[src/rtl/noc_pkg.sv]
// Shared mesh NoC constants: flit layout, switch port indices and XY routing.
package noc_pkg;

  localparam int unsigned FLIT_W    = 20;
  localparam int unsigned DX_HI     = 19;
  localparam int unsigned DX_LO     = 18;
  localparam int unsigned DY_HI     = 17;
  localparam int unsigned DY_LO     = 16;
  localparam int unsigned COORD_W   = 2;
  localparam int unsigned MESH_DIM  = 4;
  localparam int unsigned NUM_PORTS = 5;
  localparam int unsigned PORT_N    = 0;
  localparam int unsigned PORT_S    = 1;
  localparam int unsigned PORT_E    = 2;
  localparam int unsigned PORT_W    = 3;
  localparam int unsigned PORT_L    = 4;
  localparam int unsigned CREDITS   = 4;
  localparam int unsigned CNT_W     = $clog2(CREDITS + 1);

  typedef logic [NUM_PORTS-1:0] req_t;
  typedef logic [COORD_W-1:0]   coord_t;

  // X first, then Y; exactly one bit set in the result.
  function automatic req_t xy_route(input coord_t dx, input coord_t dy,
                                    input coord_t mx, input coord_t my);
    req_t r;
    r = '0;
    if (dx > mx)      r[PORT_E] = 1'b1;
    else if (dx < mx) r[PORT_W] = 1'b1;
    else if (dy > my) r[PORT_S] = 1'b1;
    else if (dy < my) r[PORT_N] = 1'b1;
    else              r[PORT_L] = 1'b1;
    return r;
  endfunction

endpackage

[src/rtl/router_input_port_if.sv]
// PE flit stream in, switch request/grant out, credit return and status.
interface router_input_port_if;
  import noc_pkg::*;

  logic [FLIT_W-1:0] datain;
  logic              in_valid;
  logic              co;
  logic [FLIT_W-1:0] flit_out;
  req_t              req;
  logic              grant;
  logic [CNT_W-1:0]  count;
  logic              ovf_err;

  modport master (output datain, in_valid, grant,
                  input  co, flit_out, req, count, ovf_err);
  modport slave  (input  datain, in_valid, grant,
                  output co, flit_out, req, count, ovf_err);
endinterface

[src/rtl/flit_fifo.sv]
// Circular flit buffer with occupancy count; push into a full FIFO is allowed
// only when a pop happens on the same edge.
module flit_fifo #(
  parameter int unsigned WIDTH = 20,
  parameter int unsigned DEPTH = 4
) (
  input  logic                       clk,
  input  logic                       rst_n,
  input  logic                       push_i,
  input  logic                       pop_i,
  input  logic [WIDTH-1:0]           data_i,
  output logic [WIDTH-1:0]           data_o,
  output logic [$clog2(DEPTH+1)-1:0] count_o,
  output logic                       full_o,
  output logic                       empty_o
);
  localparam int unsigned PTR_W = $clog2(DEPTH);
  localparam int unsigned CNT_W = $clog2(DEPTH + 1);

  logic [WIDTH-1:0] mem_q [DEPTH];
  logic [PTR_W-1:0] wr_ptr_q, wr_ptr_d, rd_ptr_q, rd_ptr_d;
  logic [CNT_W-1:0] count_q, count_d;
  logic             do_push, do_pop;

  assign empty_o = (count_q == '0);
  assign full_o  = (count_q == CNT_W'(DEPTH));
  assign do_pop  = pop_i && !empty_o;
  assign do_push = push_i && (!full_o || do_pop);
  assign data_o  = mem_q[rd_ptr_q];
  assign count_o = count_q;

  always_comb begin
    wr_ptr_d = wr_ptr_q;
    rd_ptr_d = rd_ptr_q;
    count_d  = count_q;
    if (do_push) wr_ptr_d = (wr_ptr_q == PTR_W'(DEPTH - 1)) ? '0 : wr_ptr_q + PTR_W'(1);
    if (do_pop)  rd_ptr_d = (rd_ptr_q == PTR_W'(DEPTH - 1)) ? '0 : rd_ptr_q + PTR_W'(1);
    if (do_push && !do_pop)      count_d = count_q + CNT_W'(1);
    else if (!do_push && do_pop) count_d = count_q - CNT_W'(1);
  end

  always_ff @(posedge clk or negedge rst_n) begin
    if (!rst_n) begin
      wr_ptr_q <= '0;
      rd_ptr_q <= '0;
      count_q  <= '0;
    end else begin
      wr_ptr_q <= wr_ptr_d;
      rd_ptr_q <= rd_ptr_d;
      count_q  <= count_d;
    end
  end

  // Storage needs no reset: entries are only read once counted valid.
  always_ff @(posedge clk) begin
    if (do_push) mem_q[wr_ptr_q] <= data_i;
  end

endmodule

[src/rtl/router_input_port.sv]
// Local input port of mesh node (MY_X, MY_Y): buffers PE flits, raises an XY
// switch request for the head flit and returns one credit per flit forwarded.
module router_input_port
  import noc_pkg::*;
#(
  parameter int unsigned WIDTH = FLIT_W,
  parameter int unsigned DEPTH = CREDITS,
  parameter int unsigned MY_X  = 1,
  parameter int unsigned MY_Y  = 3
) (
  input logic                clk,
  input logic                RST,
  router_input_port_if.slave port_if
);
  logic             push, pop, full, empty;
  logic [WIDTH-1:0] head;
  logic [CNT_W-1:0] fifo_count;
  logic             co_q, co_d;
  logic             ovf_err_q, ovf_err_d;

  assign pop  = port_if.grant && !empty;
  assign push = port_if.in_valid && (!full || pop);

  flit_fifo #(.WIDTH(WIDTH), .DEPTH(DEPTH)) u_fifo (
    .clk     (clk),
    .rst_n   (RST),
    .push_i  (push),
    .pop_i   (pop),
    .data_i  (port_if.datain),
    .data_o  (head),
    .count_o (fifo_count),
    .full_o  (full),
    .empty_o (empty)
  );

  // Head is masked while empty so stale storage never reaches the crossbar.
  assign port_if.flit_out = empty ? '0 : head;
  assign port_if.req      = empty ? '0 :
                            xy_route(head[DX_HI:DX_LO], head[DY_HI:DY_LO],
                                     COORD_W'(MY_X), COORD_W'(MY_Y));
  assign port_if.count    = fifo_count;
  assign port_if.co       = co_q;
  assign port_if.ovf_err  = ovf_err_q;

  always_comb begin
    co_d      = pop;
    ovf_err_d = ovf_err_q || (port_if.in_valid && !push);
  end

  always_ff @(posedge clk or negedge RST) begin
    if (!RST) begin
      co_q      <= 1'b0;
      ovf_err_q <= 1'b0;
    end else begin
      co_q      <= co_d;
      ovf_err_q <= ovf_err_d;
    end
  end

endmodule
[src/flat_wrapper.sv]
// flat-port wrapper written by rule: the top's interface ports become plain ports
module router_input_port_flat import noc_pkg::*;
#(
  parameter int unsigned WIDTH = FLIT_W,
  parameter int unsigned DEPTH = CREDITS,
  parameter int unsigned MY_X  = 1,
  parameter int unsigned MY_Y  = 3
)
  (clk, RST, port_if_datain, port_if_in_valid, port_if_grant, port_if_co, port_if_flit_out, port_if_req, port_if_count, port_if_ovf_err);
  router_input_port_if port_if_i ();
  input logic clk;
  input logic RST;
  input wire logic [$bits(port_if_i.datain)-1:0] port_if_datain;
  input wire logic [$bits(port_if_i.in_valid)-1:0] port_if_in_valid;
  input wire logic [$bits(port_if_i.grant)-1:0] port_if_grant;
  output wire logic [$bits(port_if_i.co)-1:0] port_if_co;
  output wire logic [$bits(port_if_i.flit_out)-1:0] port_if_flit_out;
  output wire logic [$bits(port_if_i.req)-1:0] port_if_req;
  output wire logic [$bits(port_if_i.count)-1:0] port_if_count;
  output wire logic [$bits(port_if_i.ovf_err)-1:0] port_if_ovf_err;
  assign port_if_i.datain = port_if_datain;
  assign port_if_i.in_valid = port_if_in_valid;
  assign port_if_i.grant = port_if_grant;
  assign port_if_co = port_if_i.co;
  assign port_if_flit_out = port_if_i.flit_out;
  assign port_if_req = port_if_i.req;
  assign port_if_count = port_if_i.count;
  assign port_if_ovf_err = port_if_i.ovf_err;
  router_input_port #(.WIDTH(WIDTH), .DEPTH(DEPTH), .MY_X(MY_X), .MY_Y(MY_Y)) u_core (.clk(clk), .RST(RST), .port_if(port_if_i));
endmodule
[config.mk]
export PLATFORM = sky130hd
export DESIGN_NAME = router_input_port_flat
export DESIGN_NICKNAME = d
export VERILOG_FILES = /design/src/rtl/noc_pkg.sv /design/src/rtl/router_input_port_if.sv /design/src/rtl/flit_fifo.sv /design/src/rtl/router_input_port.sv /design/src/flat_wrapper.sv
export SDC_FILE = /design/constraint.sdc
export NUM_CORES = 1
export LEC_CHECK = 0
export CORE_ASPECT_RATIO = 2
export CORE_MARGIN = 2
export CORE_UTILIZATION = 48
export CTS_CLUSTER_SIZE = 25
export DETAILED_ROUTE_END_ITERATION = 16
export PLACE_DENSITY = 0.73
export SLEW_MARGIN = 20
export SYNTH_ARGS = -nofsm -noshare
export SYNTH_HDL_FRONTEND = slang
export SYNTH_SLANG_ARGS = --single-unit
[constraint.sdc]
create_clock -name clk -period 1.92 [get_ports clk]
set_input_delay 0.48 -clock clk [delete_from_list [all_inputs] [get_ports clk]]
set_output_delay 0.48 -clock clk [all_outputs]
set_load 0.005 [all_outputs]
==> results of run 1 <==
## kinds of logic (layout without fill, tap and decap cells)
| family | Yosys count | count (layout) | share of synthesized area, % |
|---|---|---|---|
| muxes | 29 | 29 | 14.5 |
| and+or+nand+nor | 37 | 37 | 6.48 |
| DFF | 89 | 89 | 72.4 |
| adders and majority gates | 7 | 7 | 2.62 |
| other | 1 | 1 | 0.103 |
| buffers and inverters | 14 | 107 | 2.65 |
| AOI/OAI and AO/OA | 3 | 3 | 0.552 |
| xor gates and xnor gates | 3 | 3 | 0.724 |
## worst max path at each step
| stage | start | end | slack, ns | depth (start not counted) |
|---|---|---|---|---|
| 2_1_floorplan | u_core.u_fifo.count_o[1] | u_core.u_fifo.count_o[2] | -0.06 | 9 |
| 3_3_place_gp | port_if_grant | u_core.u_fifo.count_o[1] | -0.39 | 7 |
| 3_5_place_dp | port_if_grant | u_core.u_fifo.count_o[1] | -0.46 | 7 |
| 4_1_cts | u_core.u_fifo.rd_ptr_q[0] | port_if_req[0] | -0.49 | 7 |
| 5_1_grt | u_core.u_fifo.rd_ptr_q[0] | port_if_req[0] | -0.55 | 7 |
| 6_report | u_core.u_fifo.rd_ptr_q[0] | port_if_req[0] | -0.47 | 7 |
## placed cells by master (no fill, tap or decap), drive strengths merged
cell type and instances:
a21boi 1, a21o 1, a21oi 1, and2 25, buf 57, bufinv 1, clkbuf 13, clkdlybuf4s15 1
clkdlybuf4s50 28, clkinv 3, conb 1, dfrtp 9, edfxtp 80, fa 1, ha 6, inv 4
mux2 8, mux2i 3, mux4 18, nand2 2, nand4 1, nand4b 1, nor2 3, nor2b 1
nor3 2, nor4b 1, or3 1, xnor2 1, xor2 2
## sequential cells by signal, indices dropped and copies added, names as in the netlist
signal                  flops
u_core.u_fifo.count_o       3
u_core.port_if.ovf_err      1
u_core.port_if.co           1
u_core.u_fifo.wr_ptr_q      2
u_core.u_fifo.rd_ptr_q      2
u_core.u_fifo.mem_q        80
## final cells by class
| class | instances | area, µm² | area share (%) |
|---|---|---|---|
| multi-input combinational | 80 | 1030 | 21.0 |
| tap | 92 | 115 | 2.36 |
| inverter | 4 | 15.0 | 0.307 |
| clock buffer | 12 | 236 | 4.84 |
| clock inverter | 4 | 43.8 | 0.897 |
| timing repair buffer | 87 | 815 | 16.7 |
| sequential | 89 | 2630 | 53.9 |
## report_power, final
group          total, mW  switching [mW]  internal (mW)
Combinational       3.42            1.31           2.11
Sequential          2.75           0.167           2.58
Clock               1.65           0.645           1.00
## critical path, cell delays in order, from the launching register on
cell	delay, ns
dfrtp_1	0.40
buf_12	0.13
buf_12	0.11
buf_6	0.09
mux4_2	0.51
nand2_2	0.09
a21boi_2	0.15
buf_2	0.12
## layer usage
metal	up-vias	part of all wire [%]	GRT usage, %
met1	964	37	18.6
met4	0	2.1	8.21
met5	-	0	0
li1	882	-	-
met3	10	3.7	4.84
met2	41	58	30.6
## repair_timing
action / in CTS / in global routing
buffers inserted: 6 / 4
cloned: 1 / 0
pin swaps: 25 / 6
endpoints found under the setup margin: 26 / 26
gates resized for setup: 123 / 18
## stage by stage
stage	hold WS, ns	total power, mW
after floorplan	0.184	4.33
after global placement	0.444	5.79
after detailed placement	0.448	5.88
after CTS	0.462	7.83
after global routing	0.476	8.23
final	0.448	7.81
==> run metrics, run 1 <==
Post-Place Cell Area=~0.0045 mm²; worst-path fanout max=5; Max Clk Rate=~420 MHz; Final Hold Viols=0; number of synthesized flops with an enable pin=80; Setup WS pre-CTS=-0.461 ns; Synth Register Bits=slightly below 90; TritonRoute pass-1 iters=4; flop2flop setup slack=-0.11 ns; DR WL/cell=17.6 µm; share of layout cells above drive strength 1=a little over two fifths; Avg Cell Area, Syn=between 15 and 20 µm²; R2R depth=9; crit end category=primary output; CTS max path bufs=2; WL final=between 6000 and 7000 µm; Initial DRC Count=81; clk_skew=just under 0.007 ns; top cells by count, synth=80 x edfxtp_1, 25 x and2_1, 18 x mux4_2; Post-synth ARST share=around a tenth; Die Ht=between 100 and 150 µm; CTS Sinks=89; R2R Path End=u_core.u_fifo.count_o[2]; DP HPWL=4420 µm; num ports=54; max-capacitance violation count=0; core area=~0.0073 mm²; CP Launch Type=register; number of port buffers=between 50 and 60; GRT Total Usage=between 10% and 20%; Final min period=2.39 ns; synth-to-layout area growth=34.5%; RSZ-0062 raised after global routing=yes; width of the die=65.5 µm; Syn Std Cell Area=between 0.003 and 0.004 mm²; Primary FF master, synth=edfxtp_1; worst min-delay path category=input port to asynchronous set/reset pin; most frequent cell after synthesis=edfxtp_1; CTS tree=built; WP data arrival=~1.9 ns; Rows=44; final core occ=66.7%; PD cells=1600 mW/mm²; outcome=finished, violations left; leakage=around 1.8 nW; area leader, netlist=edfxtp_1; Final TNS setup=-9.46 ns; placed insts=345; Clock Latency Late Sink=roughly 0.33 ns; post-synthesis net count=between 200 and 250; gpl congestion=between 0.7 and 0.8; final worst setup slack=-0.470 ns; Slew Viols, Final=0; fin cells=between 300 and 400; clock-pin slew on the worst setup and hold paths=0.06 ns; nets=roughly 300; # diodes=0; Fill cells=511; top cells by area, synth=edfxtp_1 66%, mux4_2 11%, dfrtp_1 6.2%; Peak supply drop=about 1.0 mV; reg-to-reg startpoint=u_core.u_fifo.count_o[1]; CTS root buffer=clkbuf_16; Crit path required time=~1.4 ns; routed vias=between 1500 and 2000; TritonCTS Buffers=9; Yosys cell types=32; CP Class=register to primary output; Die Footprint=0.00832 mm²; Final Setup Violations=26; period utilisation layout=124%; first-pass GRT wire length=10300 µm; Mapped Cells=between 150 and 200; yosys warns=0; violated checks=setup timing; initial antenna violation count=0; Hold Buf Count CTS=0; Seq/Total Area, Yosys=72.4%; antenna viol nets, final=0; Design Area, Final=around 0.005 mm²; # DRC=0; vias in the first global route=slightly below 2000; Initial Utilization=49.6%; vias per inst=roughly 5.2; Synth top area share=about 66%; H-tree levels=3; GR Overflow Total=0; largest net degree at the start of global routing=17
Note: power is estimated with default switching activity, not from simulation.
==> run 2, diff against run 1 <==
--- a/config.mk
+++ b/config.mk
@@ -10,6 +10,7 @@
 export CORE_UTILIZATION = 48
 export CTS_CLUSTER_SIZE = 25
 export DETAILED_ROUTE_END_ITERATION = 16
+export MAX_ROUTING_LAYER = met4
 export PLACE_DENSITY = 0.73
 export SLEW_MARGIN = 20
 export SYNTH_ARGS = -nofsm -noshare
==> run metrics, run 2 (synthesized netlist as in run 1, its figures left out) <==
num ports=54 (unchanged); Internal=5.69 mW (about the same); largest net degree at the start of global routing=17 (unchanged); worst-path fanout max=5 (unchanged); PD cells=1600 mW/mm² (about the same); nets=302 (unchanged); leakage=1.80 nW (unchanged); vias in the first global route=1974 (unchanged); switching share of power=27.3% (+0.047 points); Peak supply drop=0.995 mV (about the same); initial antenna violation count=0 (unchanged); routed vias=1904 (+0.37%); Slew Viols, Final=0 (unchanged); Overall Power=7.82 mW (about the same); CP Class=register to primary output; most frequent cells in the layout=80 x edfxtp_1, 28 x clkdlybuf4s50_1, 25 x buf_4, 18 x mux4_2; CTS Sinks=89 (unchanged); Seq pwr share=35.2% (about the same); Crit path required time=1.44 ns (about the same); Fill cells=511 (unchanged); GR Overflow Total=0 (unchanged); WP data arrival=1.91 ns (about the same); # DRC=0 (unchanged); Initial DRC Count=78 (-3.7%); TritonRoute pass-1 iters=4 (unchanged); RSZ-0062 raised after global routing=yes; GRT Total Usage=17.8% (+0.51 points); crit end category=primary output; clock power share=21.0% (about the same); width of the die=65.5 µm (unchanged); clk_skew=0.00564 ns (-0.00127 ns); Die Ht=127 µm (unchanged); vias per inst=5.17 (+0.37%); placed insts=345 (unchanged); antenna viol nets, final=0 (unchanged); Rows=44 (unchanged); H-tree levels=3 (unchanged); Max Clk Rate=418 MHz (about the same); first-pass GRT wire length=10300 µm (about the same); Initial Utilization=49.6% (unchanged); core area=0.00732 mm² (unchanged); CTS root buffer=clkbuf_16; WHS=0.449 ns (+0.000693 ns); Final min period=2.39 ns (+0.00161 ns); Final Hold Viols=0 (unchanged); outcome=finished, violations left; CTS max path bufs=2 (unchanged); violated checks=setup timing; CTS tree=built; final worst setup slack=-0.471 ns (-0.00161 ns); max-capacitance violation count=0 (unchanged); Gate power share=43.8% (about the same); period utilisation layout=125% (about the same); number of port buffers=52 (unchanged); Final Setup Violations=26 (unchanged); # diodes=0 (unchanged); clock-pin slew on the worst setup and hold paths=0.06 ns (about the same); WL final=6520 µm (+0.56%); Net Switching=2.13 mW (+0.24%); fin cells=368 (unchanged); most common cell after layout, fill and taps aside=edfxtp_1; Clock Latency Late Sink=0.33 ns (about the same); synth-to-layout area growth=34.5% (unchanged); DR WL/cell=17.7 µm (+0.56%); share of layout cells above drive strength 1=43.5% (unchanged); TritonCTS Buffers=9 (unchanged); DP HPWL=4420 µm (unchanged); CP Launch Type=register; Largest Register=u_core.u_fifo.mem_q; worst min-delay path category=input port to asynchronous set/reset pin; gpl congestion=0.748 (+1.2%); Die Footprint=0.00832 mm² (unchanged); max FFs per register=80 (unchanged)
## run 2: routing by layer
metal,vias to the layer above,track usage [%],part of all wire (%)
li1,882,-,-
met3,8,4.67,3.5
met5,-,-,0
met4,0,8.21,1.7
met1,973,18.8,37
met2,41,30.6,58
## run 2: final timing paths
| kind | start | end | slack [ns] | cells after the start |
|---|---|---|---|---|
| worst max-delay path | u_core.u_fifo.rd_ptr_q[0] | port_if_req[0] | -0.47 | 7 |
| worst min register to register | u_core.port_if.ovf_err | u_core.port_if.ovf_err | 0.46 | 1 |
| min in group clk | u_core.port_if.ovf_err | u_core.port_if.ovf_err | 0.46 | 1 |
| worst min-delay path | RST | u_core.u_fifo.wr_ptr_q[0] | 0.45 | 1 |
| max in group asynchronous | RST | u_core.u_fifo.count_o[1] | 1.16 | 1 |
| worst max register to register | u_core.u_fifo.count_o[1] | u_core.u_fifo.count_o[2] | -0.11 | 9 |
## run 2: cell type report
type | instances | area [µm²] | area share, %
clock inverter | 4 | 43.8 | 0.897
tap | 92 | 115 | 2.36
inverter | 4 | 15.0 | 0.307
multi-input combinational | 80 | 1030 | 21.0
timing repair buffer | 87 | 815 | 16.7
clock buffer | 12 | 236 | 4.84
sequential | 89 | 2630 | 53.9
## run 2: what timing repair did
| action | in CTS | in global routing |
|---|---|---|
| hold buffers | 0 | 0 |
| gates resized for setup | 123 | 18 |
| endpoints found under the hold margin | 0 | 0 |
| buffers inserted | 6 | 4 |
| setup endpoints to repair | 26 | 26 |
| pin swaps | 25 | 6 |
| gates cloned | 1 | 0 |
## run 2: stage by stage
step	utilization (%)	instance area [µm²]	setup slack, ns	setup TNS, ns
final	66.7	4880	-0.471	-9.50
after CTS	66.6	4880	-0.486	-9.67
after global placement	61.0	4470	-0.390	-24.62
after floorplan	-	3660	-0.0614	-0.102
after detailed placement	61.0	4470	-0.461	-29.94
after global routing	66.7	4880	-0.552	-11.21
## run 2: power groups by stage
stage	sequential, mW	combinational (mW)	clock, mW
4_1_cts	2.74	3.43	1.66
6_report	2.75	3.42	1.65
5_1_grt	2.79	3.69	1.75
2_1_floorplan	2.76	1.57	0
3_5_place_dp	2.76	3.12	0
3_3_place_gp	2.74	3.05	0
## run 2: critical path, cell delays in order (launching register included)
cell,delay (ns)
dfrtp_1,0.40
buf_12,0.13
buf_12,0.11
buf_6,0.09
mux4_2,0.51
nand2_2,0.09
a21boi_2,0.15
buf_2,0.12
==> run 3, diff against run 2 <==
--- a/config.mk
+++ b/config.mk
@@ -6,7 +6,6 @@
 export NUM_CORES = 1
 export LEC_CHECK = 0
 export CORE_ASPECT_RATIO = 2
-export CORE_MARGIN = 2
 export CORE_UTILIZATION = 48
 export CTS_CLUSTER_SIZE = 25
 export DETAILED_ROUTE_END_ITERATION = 16
==> run metrics, run 3 (synthesized netlist as in run 1, its figures left out) <==
Slew Viols, Final=0 (unchanged); gpl congestion=0.698 (-6.7%); violated checks=setup timing; CP Class=register to primary output; TritonRoute pass-1 iters=4 (unchanged); Initial Utilization=49.9% (+0.38 points); family with the most delay on the worst path=multiplexers; routed vias=1973 (+3.6%); GR Overflow Total=0 (unchanged); CTS tree=built; GRT Total Usage=20.8% (+3.0 points); vias in the first global route=2058 (+4.3%); outcome=finished, violations left; CTS Sinks=89 (unchanged); Peak supply drop=0.784 mV (-21%); Final Hold Viols=0 (unchanged); PD cells=1670 mW/mm² (+4.6%); number of port buffers=52 (unchanged); critical path's largest stage delay=0.44 ns (-0.07 ns); max-capacitance violation count=0 (unchanged); Design Area, Final=0.00508 mm² (+4.0%); crit path cell chain=clkbuf_16, buf_8, mux2_4, mux2_4, and2_4, buf_6; clock-pin slew on the worst setup and hold paths=0.06 ns (about the same); clk_skew=0.00577 ns (+0.000132 ns); # diodes=0 (unchanged); CP Launch Type=register; RSZ-0062 raised after global routing=yes; TritonCTS Buffers=9 (unchanged); max FFs per register=80 (unchanged); width of the die=63.5 µm (-3.1%); Max Clk Rate=423 MHz (+1.2%); synth-to-layout area growth=40.0%; flop2flop setup slack=-0.16 ns (-0.05 ns); WP data arrival=1.88 ns (-0.03 ns); core area=0.00727 mm² (-0.75%); first-pass GRT wire length=11300 µm (+10%); final core occ=69.9% (+3.2 points); DR WL/cell=20.0 µm (+13%); final worst setup slack=-0.444 ns (+0.0272 ns); vias per inst=5.38 (+3.9%); Clock Latency Late Sink=0.33 ns (about the same); WL final=7350 µm (+13%); # DRC=0 (unchanged); Die Footprint=0.00793 mm² (-4.6%); nets=301 (-0.33%); Die Ht=125 µm (-1.6%); share of layout cells above drive strength 1=45.1% (+1.6 points); most frequent cells in the layout=80 x edfxtp_1, 28 x clkdlybuf4s50_1, 18 x mux4_2, 16 x buf_4, 15 x buf_6; H-tree levels=3 (unchanged); Final Setup Violations=26 (unchanged); antenna viol nets, final=0 (unchanged); CP max stage cell=dfrtp_2; DP HPWL=4270 µm (-3.5%); Crit path required time=1.44 ns (about the same); fin cells=367 (-0.27%); CTS root buffer=clkbuf_16; leakage=1.88 nW (+4.4%); Post-Place Cell Area=0.00449 mm² (+0.56%); num ports=54 (unchanged); Worst Path Buf+Inv=3 (-1); Fill cells=465 (-9.0%); placed insts=340 (-1.4%); worst min-delay path category=input port to asynchronous set/reset pin; period utilisation layout=123% (-1.4 points); initial antenna violation count=0 (unchanged); worst-path fanout max=3 (-2); Initial DRC Count=61 (-22%); most common cell after layout, fill and taps aside=edfxtp_1; Largest Register=u_core.u_fifo.mem_q; crit end category=primary output; CP dominant cell by count=mux2_4; Rows=44 (unchanged); largest net degree at the start of global routing=21 (+4); CTS max path bufs=2 (unchanged); Final min period=2.36 ns (-0.0272 ns)
==> run 3: cell count changes in the layout (fill, tap and decap cells not counted), moves of 2 or more <==
cell,change
buf_12,+5
buf_16,+2
buf_2,-2
buf_4,-9
buf_6,+2
buf_8,+2
bufinv_16,+2
clkbuf_1,-3
clkinvlp_4,+2
mux2i_4,-2
==> run 3: where the power goes <==
group	switching (mW)	total, mW	internal, mW
sequential	0.180	2.76	2.58
combinational	1.43	3.80	2.37
clock	0.675	1.94	1.27
==> run 3: timing repair <==
item	CTS	global route
setup buffers	7	1
cloned	3	0
hold buffers	0	0
pin swaps	26	3
endpoints found under the setup margin	26	80
resized for setup	130	15
==> run 3: per-layer routing <==
metal	global-route usage [%]	vias up	share of wire, %
met5	-	-	0
met4	6.82	0	1.7
met3	3.83	9	3.3
met2	38.9	48	62
met1	21.0	1031	33
li1	-	885	-
==> run 3: final timing paths <==
kind | start | endpoint | cells after the start
worst max-delay path | u_core.u_fifo.rd_ptr_q[0] | port_if_flit_out[18] | 6
worst min-delay path | RST | u_core.u_fifo.wr_ptr_q[1] | 1
worst max register to register | u_core.u_fifo.count_o[1] | u_core.u_fifo.count_o[2] | 9
worst min register to register | u_core.port_if.ovf_err | u_core.port_if.ovf_err | 1
max in group asynchronous | RST | u_core.u_fifo.count_o[1] | 1
min in group clk | u_core.port_if.ovf_err | u_core.port_if.ovf_err | 1
==> run 3: through the flow <==
stage | worst slack [ns] | total power, mW | hold WS (ns) | setup TNS [ns]
floorplan | -0.0614 | 4.33 | 0.184 | -0.102
global placement | -0.434 | 5.85 | 0.451 | -26.78
detailed placement | -0.473 | 5.93 | 0.459 | -29.50
CTS | -0.460 | 8.36 | 0.459 | -9.53
global route | -0.489 | 8.91 | 0.484 | -10.45
finish | -0.444 | 8.51 | 0.456 | -8.86
==> run 3: cell type report <==
cell class                      instances  area (µm²)  area share, %
Sequential cell                        89        2630           51.8
Multi-Input combinational cell         80        1020           20.1
Timing Repair Buffer                   86         955           18.8
Clock buffer                            9         225           4.43
Clock inverter                          7         119           2.34
Tap cell                               92         115           2.27
Inverter                                4        15.0          0.295
